$ cat src/rtl/sm_accumulator.sv
// Sign-magnitude accumulator: sums a programmed number of terms, returns the total over valid/ready.
// Define SM_ACC_SAT_EN for per-step saturation with a sticky ovf flag; otherwise the sum wraps.
module sm_accumulator #(
    parameter int Width    = 15,
    parameter int AccWidth = 24,
    parameter int CntWidth = 8
) (
    input  logic                clk,
    input  logic                rst,
    input  logic                start,
    input  logic [CntWidth-1:0] len,
    input  logic [Width:0]      din,
    input  logic                in_valid,
    output logic                in_ready,
    output logic [AccWidth:0]   dout,
    output logic                out_valid,
    input  logic                out_ready,
    output logic                busy,
    output logic                ovf
);

`ifdef SM_ACC_SAT_EN
    localparam int SW = AccWidth + 2;
`else
    localparam int SW = AccWidth + 1;
`endif

    typedef enum logic [1:0] {
        IDLE,
        ACC,
        DONE
    } state_t;

    state_t               state;
    logic [CntWidth-1:0]  rem;
    logic signed [SW-1:0] acc;
    logic signed [SW-1:0] term;
    logic signed [SW-1:0] sum;
    logic signed [SW-1:0] nxt;
    logic [SW-1:0]        mag_ext;
    logic                 last;

    // Negative zero negates to zero, so it needs no special case.
    always_comb begin
        mag_ext = {{(SW - Width){1'b0}}, din[Width-1:0]};
        term    = din[Width] ? -mag_ext : mag_ext;
        sum     = acc + term;
    end

`ifdef SM_ACC_SAT_EN
    localparam logic signed [SW-1:0] MaxV = {2'b00, {AccWidth{1'b1}}};
    localparam logic signed [SW-1:0] MinV = -MaxV;

    logic clamp;

    always_comb begin
        clamp = 1'b0;
        nxt   = sum;
        if (sum > MaxV) begin
            nxt   = MaxV;
            clamp = 1'b1;
        end else if (sum < MinV) begin
            nxt   = MinV;
            clamp = 1'b1;
        end
    end
`else
    // SW is AccWidth+1 here, so the adder itself wraps modulo 2^(AccWidth+1).
    always_comb begin
        nxt = sum;
    end

    assign ovf = 1'b0;
`endif

    // Out-of-range magnitude only arises from the wrapped -2^AccWidth code.
    function automatic logic [AccWidth:0] to_sm(input logic signed [SW-1:0] v);
        logic [SW-1:0] m;
        m = v[SW-1] ? -v : v;
        if (m[SW-1:AccWidth] != '0) begin
            return {v[SW-1], {AccWidth{1'b1}}};
        end
        return {v[SW-1] && (m != '0), m[AccWidth-1:0]};
    endfunction

    assign last     = (rem == CntWidth'(1));
    assign in_ready = (state == ACC);
    assign busy     = (state != IDLE);

    always_ff @(posedge clk) begin
        if (rst) begin
            state     <= IDLE;
            rem       <= '0;
            acc       <= '0;
            dout      <= '0;
            out_valid <= 1'b0;
`ifdef SM_ACC_SAT_EN
            ovf       <= 1'b0;
`endif
        end else begin
            unique case (state)
                IDLE: begin
                    if (start) begin
                        acc <= '0;
                        rem <= len;
`ifdef SM_ACC_SAT_EN
                        ovf <= 1'b0;
`endif
                        if (len == '0) begin
                            dout      <= '0;
                            out_valid <= 1'b1;
                            state     <= DONE;
                        end else begin
                            state <= ACC;
                        end
                    end
                end
                ACC: begin
                    if (in_valid) begin
                        acc <= nxt;
                        rem <= rem - CntWidth'(1);
`ifdef SM_ACC_SAT_EN
                        ovf <= ovf | clamp;
`endif
                        if (last) begin
                            dout      <= to_sm(nxt);
                            out_valid <= 1'b1;
                            state     <= DONE;
                        end
                    end
                end
                DONE: begin
                    if (out_ready) begin
                        out_valid <= 1'b0;
                        state     <= IDLE;
                    end
                end
                default: state <= IDLE;
            endcase
        end
    end

endmodule

$ cat config.mk
export PLATFORM = sky130hd
export DESIGN_NAME = sm_accumulator
export DESIGN_NICKNAME = d
export VERILOG_FILES = /design/src/rtl/sm_accumulator.sv
export SDC_FILE = /design/constraint.sdc
export NUM_CORES = 1
export LEC_CHECK = 0
export ABC_CLOCK_PERIOD_IN_PS = 4890
export CAP_MARGIN = 10
export CORE_MARGIN = 4
export CORE_UTILIZATION = 54
export CTS_BUF_LIST = sky130_fd_sc_hd__clkbuf_8
export CTS_CLUSTER_DIAMETER = 60
export DETAILED_ROUTE_END_ITERATION = 12
export PLACE_DENSITY = 0.8
export SKIP_CTS_REPAIR_TIMING = 1
export SLEW_MARGIN = 20
export SYNTH_ARGS = -nofsm -noshare
export SYNTH_HDL_FRONTEND = slang
export SYNTH_SLANG_ARGS = --single-unit
$ cat constraint.sdc
create_clock -name clk -period 4.89 [get_ports clk]
set_input_delay 0.7335 -clock clk [delete_from_list [all_inputs] [get_ports clk]]
set_output_delay 0.7335 -clock clk [all_outputs]
set_load 0.02 [all_outputs]
# Word-level counts from Yosys, hierarchy flattened
# Index checks and enable logic that the tools add are counted.
# totals
reg_bits	61
inputBits	29
output_inout_bits	29
wordCells	60
# classes
n_reduce_logical	11
eq_ne	8
n_mux	32
add_sub_neg	4
# ops
cell	n
2-to-1 mux 25 bit	10
case mux 25 bit (2 select lines)	2
adder 25 bit	1
negator 15 -> 25 bit	1
negator 25 bit	1
nonzero test 25 bit	1
2-to-1 mux 8 bit	2
case mux 8 bit (2 select lines)	1
2-to-1 mux 1 bit	10
2-to-1 mux 2 bit	5
equality test 8 x 1 -> 1 bit, second input constant	1
logical NOT 8 bit	1
inequality test 2 bit, second input constant	4
subtractor 8 x 1 -> 8 bit, second input constant	1
case mux 2 bit (3 select lines)	1
AND reduction 6 bit	1
AND reduction 5 bit	1
AND reduction 4 bit	1
nonzero test 2 bit	2
case mux 1 bit (3 select lines)	1
AND reduction 3 bit	1
nonzero test 3 bit	1
equality test 2 x 1 -> 1 bit, second input constant	1
equality test 2 bit, second input constant	1
3 further kinds	3

# Depth between registers and ports, before layout
# Gate-level depths: netlist (run 1).
# logic_depth
ltp_word	14
ltp_mapped	20
ltp_nobuf	17

# Worst setup path after synthesis (run 1)
# No wires, ideal clock.
# synth_timing
kind	input -> register
start	input din[9]
end	register dout[24]
n_path_buf	4
slack_ns	-0.310
cell_stages	19
arrival_ns	5.076
path_cell_list	or4_4 or4_1 buf_2 o31a_1 ha_1 clkbuf_1 a21oi_1 o21ai_0 a221oi_1 a211oi_1 or3_1 buf_6 nand2_4 buf_2 nand4_1 a21oi_1 or4b_1 and4b_1 a21oi_1
# synth_via
elab_chain_cells	14
# synth_lines
element	line	rtl
start: declaration	12	input logic [Width:0] din,
negator 15 -> 25 bit	46	term = din[Width] ? -mag_ext : mag_ext;
2-to-1 mux 25 bit *	46	
adder 25 bit *	47	sum = acc + term;
negator 25 bit	79	m = v[SW-1] ? -v : v;
2-to-1 mux 25 bit	79	
2-to-1 mux 1 bit	80	if (m[SW-1:AccWidth] != '0) begin
2-to-1 mux 1 bit	125	if (last) begin
2-to-1 mux 1 bit	119	if (in_valid) begin
2-to-1 mux 1 bit	101	unique case (state)
2-to-1 mux 1 bit	91	if (rst) begin
2-to-1 mux 25 bit *	83	return {v[SW-1] && (m != '0), m[AccWidth-1:0]};
2-to-1 mux 25 bit *	125	
2-to-1 mux 25 bit *	119	
case mux 25 bit (2 select lines) *	101	
end signal: assignment	126	dout <= to_sm(nxt);
end: declaration	15	output logic [AccWidth:0] dout,
# Every way passes the cells marked *; elsewhere a longest branch is shown, timed or not. The select of a mux whose other input is x is not followed.
# A chain may end at the register's enable or synchronous reset.

# Final worst setup path (run 1)
# layout_timing
start	input din[6]
end	register dout[7]
# layout_via
elab_chain_cells	14
# layout_lines
element	line
negator 15 -> 25 bit	46
2-to-1 mux 25 bit *	46
adder 25 bit *	47
negator 25 bit	79
2-to-1 mux 25 bit *	79
2-to-1 mux 1 bit	80
2-to-1 mux 1 bit	125
2-to-1 mux 1 bit	119
2-to-1 mux 1 bit	101
2-to-1 mux 1 bit	91
2-to-1 mux 25 bit *	83
2-to-1 mux 25 bit *	125
2-to-1 mux 25 bit *	119
case mux 25 bit (2 select lines) *	101
# Marked as above.

==> flow_metrics.env, run 1 <==
export IMPL_outcome="finished with violations"
export IMPL_violations="setup timing"
export IMPL_fin_nets=992
export IMPL_timing_critical_path_mode_cell="buf_6"
export IMPL_gp_congestion=0.9552
export IMPL_clk_latency_ns=0.36
export IMPL_start_kind="primary input"
export IMPL_cts_root_buf="clkbuf_8"
export IMPL_fillers=558
export IMPL_htreeDepth=3
export IMPL_hp_class="flop to flop"
export IMPL_antenna_found_initial=0
export IMPL_fin_crit_sh=1.014
export IMPL_grt_first_pass_wirelength_um=29400
export IMPL_synth_compound_gate_area_share=0.3151
export IMPL_reg2regPathDepth=15
export IMPL_p_per_area_nw_per_um2=257.2
export IMPL_drc=0
export IMPL_pre_cts_slack_ns=-0.8141
export IMPL_finalHoldViolations=0
export IMPL_postRouteWirelength_um=20430
export IMPL_synth_cell_types=79
export IMPL_n_antenna_cell=0
export IMPL_async_flop_share=0
export IMPL_fin_worst_skew_ns=0.01253
export IMPL_grt_max_degree=62
export IMPL_final_util=0.8553
export IMPL_vias=6730
export IMPL_first_pass_iters=6
export IMPL_path_cells="clkdlybuf4s50_1 > nor3_2 > nand2_2 > buf_4 > o21ai_1 > xnor2_1 > ha_1 > and4_1 > nand2b_1 > o32a_1 > o211a_1 > or4b_4 > nor4_4 > nand2_1 > buf_6 > nor4b_4 > buf_6 > buf_6 > o21ai_0 > a21oi_1"
export IMPL_critPathMaxFanout=5
export IMPL_maxCapViolCount=0
export IMPL_final_antenna_net_count=0
export IMPL_setup_violations=8
export IMPL_leakage_nw=3.379
export IMPL_syn_inst=711
export IMPL_rsz0062_at_grt="true"
export IMPL_synth_adder_area_share=0.07531
export IMPL_syn_avg_cell_area_sq_um=7.384
export IMPL_cts_buffer_depth=2
export IMPL_worstReg2RegEnd="dout[7]$_SDFFE_PP0P_"
export IMPL_grt_overflow_total=0
export IMPL_cts_tree="built"
export IMPL_yosys_warnings=0
export IMPL_worst_path_largest_cell_delay_ns=0.54
export IMPL_crit_type="primary input to flop"
export IMPL_cp_arrival_ns=5.22
export IMPL_setup_ws_ns=-0.06843
export IMPL_worst_slew_pin_slew_ns=1.133
export IMPL_grt_total_usage=0.3155
export IMPL_num_rows=35
export IMPL_grt_pass1_vias=6105
export IMPL_yosysTopAreaCell="dfxtp_1"
export IMPL_synth_nets=771
export IMPL_mostFrequentLayoutCell="buf_4"
export IMPL_fin_area_sq_um=8015
export IMPL_die_h_um=106.6
export IMPL_syn_to_final_growth_pct=52.67
export IMPL_mostFrequentLayoutCells="buf_4, nand2_1, a21oi_1"
export IMPL_holdPathStages=2
export IMPL_die_x_um=106.6
export IMPL_final_seq_area_sq_um=1221
export IMPL_worstHoldStart="dout[1]$_SDFFE_PP0P_"
export IMPL_synth_edf_count=0
export IMPL_ys_flop_type="dfxtp_1"
export IMPL_holdWs_ns=0.4557
export IMPL_max_vdd_ir_drop_mv=0.1724
export IMPL_place_area_sq_um=7161
export IMPL_core_area_sq_um=9371
export IMPL_synth_mux_area_frac=0.005958
export IMPL_clk_pin_slew_ns=0.07
export IMPL_start_util=0.5602
export IMPL_synth_area_leaders="dfxtp_1, a21oi_1, ha_1"
export IMPL_cts_sink_count=61
export IMPL_crit_family="simple AND/OR/NAND/NOR gates"
export IMPL_cp_end_kind="flop"
export IMPL_hpwl_um=13600
export IMPL_dieArea_sq_um=11360
export IMPL_synth_seq_cells=61
export IMPL_synth_top_area_share=0.2326
export IMPL_avgViaCountPerCell=6.313
export IMPL_wl_per_cell_um=19.17
export IMPL_final_max_slew_viol_count=0
export IMPL_synth_xor_area_frac=0.07817
export IMPL_rr_startpoint="acc[0]$_SDFFE_PP0P_"
export IMPL_slowest_stage="or4b_4"
export IMPL_max_freq_mhz=201.7
export IMPL_fin_crit_ns=4.958
export IMPL_synth_simple_area_share=0.2448
export IMPL_critical_path_buf_inv_count=5
export IMPL_cts_inserted_buffers=9
export IMPL_reg2reg_slack_ns=0.79
export IMPL_io_buffers=56
export IMPL_initialDrtViolationCount=552
export IMPL_min_to="dout[1]$_SDFFE_PP0P_"
export IMPL_syn_area_sq_um=5250
export IMPL_worst_ep_required_time_ns=5.15
export IMPL_maxSlewHeadroom=0.2448
export IMPL_layout_drive_gt1_share=0.3148
export IMPL_seq_area_frac_synth=0.2326
export IMPL_multi_input_area_sq_um=4215
export IMPL_synth_top_family_by_area="compound AO/OA/AOI/OAI gates"
export IMPL_io_pins=58
## tightest hold or removal path: cells and delay by family (launching register included)
family	cells	cell delay [ns]
AO/OA/AOI/OAI	1	0.05
flip-flops	1	0.31
AND/OR/NAND/NOR	1	0.05
## logic make-up (layout without fill, tap and decap cells)
group / after synthesis / count (layout)
AOI/OAI and AO/OA: 251 / 251
DFF: 61 / 61
and+or+nand+nor: 257 / 258
muxes: 3 / 3
adders and majority gates: 31 / 31
other: 1 / 1
xor gates and xnor gates: 46 / 46
buffers and inverters: 61 / 286
## cell usage after synthesis (all sizes together), types with 6 or more instances
master / count
nand2: 76
nand2b: 8
nand4: 6
or3: 11
nor2: 66
o31ai: 6
nor4: 11
and3: 16
o211ai: 6
a211oi: 14
a21oi: 76
dfxtp: 61
o31a: 10
clkbuf: 35
o21ai: 52
nor3: 21
a21o: 12
xnor2: 29
inv: 16
a22oi: 26
ha: 30
buf: 10
nand3: 14
xor2: 17
## per-layer routing
layer  wire [um]  global-route usage  share of wire  vias to the layer above
li1            -                   -              -                     3079
met3        1677             0.05900          0.082                       92
met1        8029              0.4134           0.39                     3164
met4         860             0.09589          0.042                        0
met2        9864              0.5270           0.48                      395
met5           0                   0              0                        -
## final cells by class
class / count / area share
Clock buffer: 10 / 0.01717
Clock inverter: 6 / 0.01374
Inverter: 16 / 0.007493
Multi-Input combinational cell: 590 / 0.5259
Sequential cell: 61 / 0.1524
Tap cell: 129 / 0.02014
Timing Repair Buffer: 254 / 0.2632
## flip-flops by register name, summed over array words and instances, names as in the netlist
signal and cells:
state 2, rem 8, acc 25, out_valid 1
dout 25
## how the worst max path moves through the flow
stage                                  endpoint  slack (ns)    from  cells past startpoint
final                      dout[7]$_SDFFE_PP0P_       -0.07  din[6]                     20
after global routing       dout[7]$_SDFFE_PP0P_       -0.27  din[6]                     20
after CTS                  dout[5]$_SDFFE_PP0P_       -0.48  din[9]                     18
after detailed placement   dout[5]$_SDFFE_PP0P_       -0.81  din[9]                     18
after global placement    dout[24]$_SDFFE_PP0P_       -0.58  din[9]                     16
after floorplan           dout[24]$_SDFFE_PP0P_       -0.03  din[9]                     18
## metrics by stage
step / total power, W / TNS, ns / cells
2_1_floorplan: 0.001012 / -0.03079 / 711
3_3_place_gp: 0.001346 / -12.23 / 1031
3_5_place_dp: 0.001374 / -17.96 / 1031
4_1_cts: 0.001937 / -9.204 / 1047
5_1_grt: 0.002151 / -4.097 / 1066
6_report: 0.002061 / -0.1740 / 1066
## power by group
part | switching [W] | total, W | internal, W
Combinational | 0.000508 | 0.000949 | 0.000441
Clock | 0.000217 | 0.000568 | 0.000351
Sequential | 0.0000244 | 0.000544 | 0.000519
Note: power is estimated with default switching activity, not from simulation.
==> run 2, diff against run 1 <==
--- a/config.mk
+++ b/config.mk
@@ -7,13 +7,11 @@
 export LEC_CHECK = 0
 export ABC_CLOCK_PERIOD_IN_PS = 4890
 export CAP_MARGIN = 10
-export CORE_MARGIN = 4
-export CORE_UTILIZATION = 54
+export CORE_UTILIZATION = 40
 export CTS_BUF_LIST = sky130_fd_sc_hd__clkbuf_8
 export CTS_CLUSTER_DIAMETER = 60
 export DETAILED_ROUTE_END_ITERATION = 12
-export PLACE_DENSITY = 0.8
-export SKIP_CTS_REPAIR_TIMING = 1
+export PLACE_DENSITY = 0.62
 export SLEW_MARGIN = 20
 export SYNTH_ARGS = -nofsm -noshare
 export SYNTH_HDL_FRONTEND = slang
==> run 2 against run 1 <==
Via count decreased by 6.3%. Total power is 7.6% lower. Count of clock-buffer cells in the layout increased by 3. Largest power group unchanged. The run now ends clean. Critical endpoint is now dout[24]$_SDFFE_PP0P_. Wire length decreased by 12%. Non-clock buffer count rose by 16. Hold slack lost 0.0030 ns.
==> flow_metrics.env, run 2 (synthesized netlist as in run 1, its figures left out) <==
export IMPL_drc=0
export IMPL_outcome="finished, final reports clean"
export IMPL_dieArea_sq_um=13590
export IMPL_finalHoldViolations=0
export IMPL_fin_nets=1007
export IMPL_syn_to_final_growth_pct=53.84
export IMPL_start_kind="primary input"
export IMPL_crit_type="primary input to flop"
export IMPL_fin_crit_sh=0.9914
export IMPL_combPwrFrac=0.488
export IMPL_crit_start="din[8]"
export IMPL_io_buffers=56
export IMPL_maxSlewHeadroom=0.4760
export IMPL_power_switching_share=0.3660
export IMPL_die_x_um=116.6
export IMPL_vias=6309
export IMPL_fin_crit_ns=4.848
export IMPL_hpwl_um=13410
export IMPL_hold_buffers=0
export IMPL_clk_latency_ns=0.37
export IMPL_io_pins=58
export IMPL_clockPowerShare=0.226
export IMPL_worst_ep_required_time_ns=5.15
export IMPL_grt_first_pass_wirelength_um=28570
export IMPL_cts_root_buf="clkbuf_8"
export IMPL_grt_overflow_total=0
export IMPL_avgViaCountPerCell=5.623
export IMPL_final_util=0.6348
export IMPL_grt_pass1_vias=5867
export IMPL_power_total_w=0.001904
export IMPL_grtUsageMet1=0.3437
export IMPL_cp_end_kind="flop"
export IMPL_final_antenna_net_count=0
export IMPL_n_antenna_cell=0
export IMPL_max_vdd_ir_drop_mv=0.1384
export IMPL_max_freq_mhz=206.3
export IMPL_start_util=0.4127
export IMPL_core_area_sq_um=12720
export IMPL_fillers=1149
export IMPL_die_h_um=116.6
export IMPL_gp_congestion=0.9018
export IMPL_antenna_found_initial=0
export IMPL_cts_inserted_buffers=9
export IMPL_critPathMaxFanout=6
export IMPL_cts_tree="built"
export IMPL_clk_pin_slew_ns=0.08
export IMPL_final_max_slew_viol_count=0
export IMPL_cts_sink_count=61
export IMPL_fin_worst_skew_ns=0.01504
export IMPL_rsz0062_at_grt="true"
export IMPL_rr_startpoint="acc[0]$_SDFFE_PP0P_"
export IMPL_cts_buffer_depth=2
export IMPL_seqPwrFrac=0.286
export IMPL_intPower_w=0.001207
export IMPL_leakage_nw=3.406
export IMPL_p_sw_w=0.0006970
export IMPL_hp_class="flop to flop"
export IMPL_layout_drive_gt1_share=0.3305
export IMPL_worstHoldStart="dout[14]$_SDFFE_PP0P_"
export IMPL_holdWs_ns=0.4528
export IMPL_grt_total_usage=0.2684
export IMPL_p_per_area_nw_per_um2=235.8
export IMPL_postRouteWirelength_um=18010
export IMPL_first_pass_iters=5
export IMPL_htreeDepth=3
export IMPL_num_rows=41
export IMPL_maxCapViolCount=0
export IMPL_worst_slew_pin_slew_ns=0.7861
export IMPL_initialDrtViolationCount=460
export IMPL_grt_met2_usage=0.4604
export IMPL_wl_per_cell_um=16.05
export IMPL_grt_most_used_layer="met2"
export IMPL_grt_max_degree=62
export IMPL_reg_largest_list="acc (25), dout (25), rem (8)"
export IMPL_mostFrequentLayoutCell="buf_4"
export IMPL_setup_violations=0
export IMPL_mostFrequentLayoutCells="buf_4, nand2_1, a21oi_1"
export IMPL_cp_arrival_ns=5.10
export IMPL_met3_usage=0.03166
-- run 2: final cells by class --
class | instances | area (sq um) | area share
inverter | 16 | 60.06 | 0.007436
timing repair buffer | 270 | 2196 | 0.2719
clock inverter | 1 | 5.005 | 0.0006197
tap | 172 | 215.2 | 0.02665
sequential | 61 | 1221 | 0.1512
clock buffer | 13 | 178.9 | 0.02215
multi-input combinational | 589 | 4200 | 0.5201
-- run 2: timing repair --
item,4_1_cts,5_1_grt
hold endpoints to repair,0,0
setup buffers,12,8
cloned,1,2
resized for setup,65,77
setup endpoints to repair,25,25
pin swaps,28,48
-- run 2: worst paths after layout --
kind / to / slack (ns) / cells after the start
setup / recovery: dout[24]$_SDFFE_PP0P_ / 0.04 / 17
hold / removal: dout[14]$_SDFFE_PP0P_ / 0.45 / 2
setup reg to reg: dout[9]$_SDFFE_PP0P_ / 0.88 / 15
hold reg to reg: dout[14]$_SDFFE_PP0P_ / 0.45 / 2
-- run 2: power groups by stage --
stage | registers (W) | logic (W) | clock network [W]
floorplan | 0.000547 | 0.000464 | 0
global placement | 0.000552 | 0.000816 | 0
global route | 0.000547 | 0.00101 | 0.000459
finish | 0.000544 | 0.000930 | 0.000431
CTS | 0.000543 | 0.000883 | 0.000436
detailed placement | 0.000553 | 0.000832 | 0
-- run 2: per-stage QoR --
step / TNS, ns / cell area [sq um] / setup slack, ns / cells
CTS: 0 / 7815 / 0.01126 / 1112
detailed placement: -14.64 / 7297 / -0.7188 / 1085
finish: 0 / 8077 / 0.04211 / 1122
floorplan: -0.03079 / 5294 / -0.03079 / 711
global route: -0.8442 / 8077 / -0.1116 / 1122
global placement: -13.48 / 7297 / -0.6819 / 1085
-- run 2: per-layer routing --
metal,vias up,wire [um]
met5,-,0
met4,0,388
met3,33,795
met2,183,8658
met1,2999,8167
li1,3094,-
-- run 2: worst max-delay path, stage by stage --
cell	delay (ns)
dlygate4sd2_1	0.24
or4_4	0.41
or4_4	0.60
o21ai_4	0.24
xnor2_4	0.12
ha_4	0.31
inv_2	0.04
o32a_1	0.30
buf_4	0.14
o211ai_1	0.15
and3_4	0.27
or4b_4	0.49
nand2_2	0.09
o2111ai_1	0.11
or4b_1	0.50
and4b_1	0.29
a21oi_2	0.06
==> run 3, diff against run 2 <==
--- a/config.mk
+++ b/config.mk
@@ -5,13 +5,14 @@
 export SDC_FILE = /design/constraint.sdc
 export NUM_CORES = 1
 export LEC_CHECK = 0
-export ABC_CLOCK_PERIOD_IN_PS = 4890
+export ABC_CLOCK_PERIOD_IN_PS = 5200
 export CAP_MARGIN = 10
 export CORE_UTILIZATION = 40
 export CTS_BUF_LIST = sky130_fd_sc_hd__clkbuf_8
 export CTS_CLUSTER_DIAMETER = 60
 export DETAILED_ROUTE_END_ITERATION = 12
-export PLACE_DENSITY = 0.62
+export PLACE_DENSITY_LB_ADDON = 0.25
+export REMOVE_ABC_BUFFERS = 1
 export SLEW_MARGIN = 20
 export SYNTH_ARGS = -nofsm -noshare
 export SYNTH_HDL_FRONTEND = slang
==> constraint.sdc (replaced) <==
create_clock -name clk -period 5.2 [get_ports clk]
set_input_delay 0.78 -clock clk [delete_from_list [all_inputs] [get_ports clk]]
set_output_delay 0.78 -clock clk [all_outputs]
set_load 0.02 [all_outputs]
==> run 3 against run 2 <==
Flip-flop and latch count unchanged. Combinational power decreased by 8.6%. Design area shrank 2.8%. Clock skew down 0.0016 ns. Critical endpoint unchanged. Largest power group unchanged.
==> flow_metrics.env, run 3 (synthesized netlist as in run 1, its figures left out) <==
export IMPL_holdPathStages=2
export IMPL_start_util=0.4127
export IMPL_max_freq_mhz=198.6
export IMPL_max_vdd_ir_drop_mv=0.09467
export IMPL_cts_tree="built"
export IMPL_worst_slew_pin_slew_ns=1.085
export IMPL_power_total_w=0.001751
export IMPL_maxSlewHeadroom=0.2759
export IMPL_final_antenna_net_count=0
export IMPL_io_pins=58
export IMPL_place_area_sq_um=7237
export IMPL_io_buffers=56
export IMPL_fin_nets=990
export IMPL_cts_inserted_buffers=9
export IMPL_grt_first_pass_wirelength_um=28660
export IMPL_hp_class="flop to flop"
export IMPL_mostFrequentLayoutCell="buf_4"
export IMPL_cts_buffer_depth=2
export IMPL_maxCapViolCount=0
export IMPL_grt_total_usage=0.2709
export IMPL_drc=0
export IMPL_final_max_slew_viol_count=0
export IMPL_outcome="finished, final reports clean"
export IMPL_clk_latency_ns=0.36
export IMPL_stdcell_count=1107
export IMPL_initialDrtViolationCount=487
export IMPL_avgViaCountPerCell=5.661
export IMPL_grt_max_degree=62
export IMPL_n_antenna_cell=0
export IMPL_clockPowerShare=0.223
export IMPL_mostFrequentLayoutCells="buf_4, nand2_1, a21oi_1"
export IMPL_fin_crit_ns=5.036
export IMPL_cp_arrival_ns=5.28
export IMPL_final_seq_area_sq_um=1221
export IMPL_intPower_w=0.001088
export IMPL_leakage_nw=3.313
export IMPL_gp_congestion=0.9029
export IMPL_htreeDepth=3
export IMPL_num_rows=41
export IMPL_cts_sink_count=61
export IMPL_cp_end_kind="flop"
export IMPL_hpwl_um=13670
export IMPL_multi_input_area_sq_um=4116
export IMPL_fin_crit_sh=0.9684
export IMPL_tns_ns=0
export IMPL_worst_ep_required_time_ns=5.44
export IMPL_hold_buffers=0
export IMPL_grt_overflow_total=0
export IMPL_critPathMaxFanout=8
export IMPL_grt_pass1_vias=5871
export IMPL_dp_cells=1080
export IMPL_clk_pin_slew_ns=0.07
export IMPL_final_util=0.6171
export IMPL_start_kind="primary input"
export IMPL_power_switching_share=0.3788
export IMPL_finalHoldViolations=0
export IMPL_syn_to_final_growth_pct=49.55
export IMPL_first_pass_iters=5
export IMPL_setup_violations=0
export IMPL_layout_drive_gt1_share=0.3048
export IMPL_core_area_sq_um=12720
export IMPL_dieArea_sq_um=13590
export IMPL_fin_area_sq_um=7851
export IMPL_die_h_um=116.6
export IMPL_fillers=1180
export IMPL_seqPwrFrac=0.291
export IMPL_p_per_area_nw_per_um2=223.0
export IMPL_postRouteWirelength_um=18170
export IMPL_reg_largest_list="acc (25), dout (25), rem (8)"
export IMPL_fin_worst_skew_ns=0.01345
export IMPL_antenna_found_initial=0
export IMPL_p_sw_w=0.0006631
export IMPL_wl_per_cell_um=16.42
export IMPL_combPwrFrac=0.485
export IMPL_reg2regPathDepth=14
export IMPL_die_x_um=116.6
export IMPL_crit_type="primary input to flop"
export IMPL_vias=6267
export IMPL_cts_root_buf="clkbuf_8"
## run 3: cell types whose count changed in the layout (fill, tap and decap cells not counted), moves of 4 or more
| cell | delta |
|---|---|
| clkbuf_2 | -5 |
| o21ai_1 | -10 |
| buf_4 | -11 |
| ha_1 | +7 |
| ha_4 | -6 |
| buf_6 | -9 |
| clkdlybuf4s50_1 | +5 |
| o21ai_0 | +13 |
| inv_2 | -4 |
| inv_1 | +5 |
## run 3: metal layers
layer,wire length (um),up-vias,global-route usage
met5,0,-,0
met4,396,0,0.09283
met3,718,28,0.03425
met2,8739,160,0.4568
met1,8319,3005,0.3560
li1,-,3074,-
## run 3: cell type report
cell class | instances | area share
Multi-Input combinational cell | 589 | 0.5243
Clock inverter | 5 | 0.003347
Tap cell | 172 | 0.02741
Clock buffer | 11 | 0.01928
Timing Repair Buffer | 253 | 0.2625
Inverter | 16 | 0.007649
Sequential cell | 61 | 0.1555
## run 3: timing repair
item	4_1_cts	5_1_grt
resized for setup	6	81
gates cloned	1	1
buffers inserted	1	8
endpoints found under the setup margin	22	25
pin swaps	1	41
## run 3: power groups by stage
stage | clock (W) | sequential (W) | combinational (W)
floorplan | 0 | 0.000516 | 0.000408
global placement | 0 | 0.000519 | 0.000769
detailed placement | 0 | 0.000520 | 0.000783
CTS | 0.000400 | 0.000509 | 0.000791
global route | 0.000422 | 0.000512 | 0.000920
finish | 0.000391 | 0.000510 | 0.000850
## run 3: stage by stage
stage	hold WS (ns)	setup WS [ns]
floorplan	0.4473	-0.7380
global placement	0.4403	-0.3918
detailed placement	0.4447	-0.5387
CTS	0.4525	-0.02313
global route	0.4702	-0.01797
finish	0.4510	0.1644
## run 3: path summary, 6_finish.rpt
check                           slack, ns             startpoint                     to
worst max-delay path                 0.16                 din[7]  dout[24]$_SDFFE_PP0P_
worst min-delay path                 0.45  dout[14]$_SDFFE_PP0P_  dout[14]$_SDFFE_PP0P_
worst max register to register       1.15    acc[0]$_SDFFE_PP0P_  dout[24]$_SDFFE_PP0P_
worst min register to register       0.45  dout[14]$_SDFFE_PP0P_  dout[14]$_SDFFE_PP0P_
## run 3: worst max-delay path, stage by stage
cell            delay [ns]
dlymetal6s2s_1        0.13
or4_4                 0.53
or4_4                 0.61
o31a_1                0.28
ha_1                  0.33
a21oi_1               0.21
o21ai_0               0.18
a221oi_2              0.30
a211oi_2              0.13
buf_4                 0.16
o21ai_4               0.25
a21oi_2               0.10
o32ai_2               0.29
o2111ai_1             0.14
or4b_1                0.52
and4b_1               0.26
a21oi_1               0.06
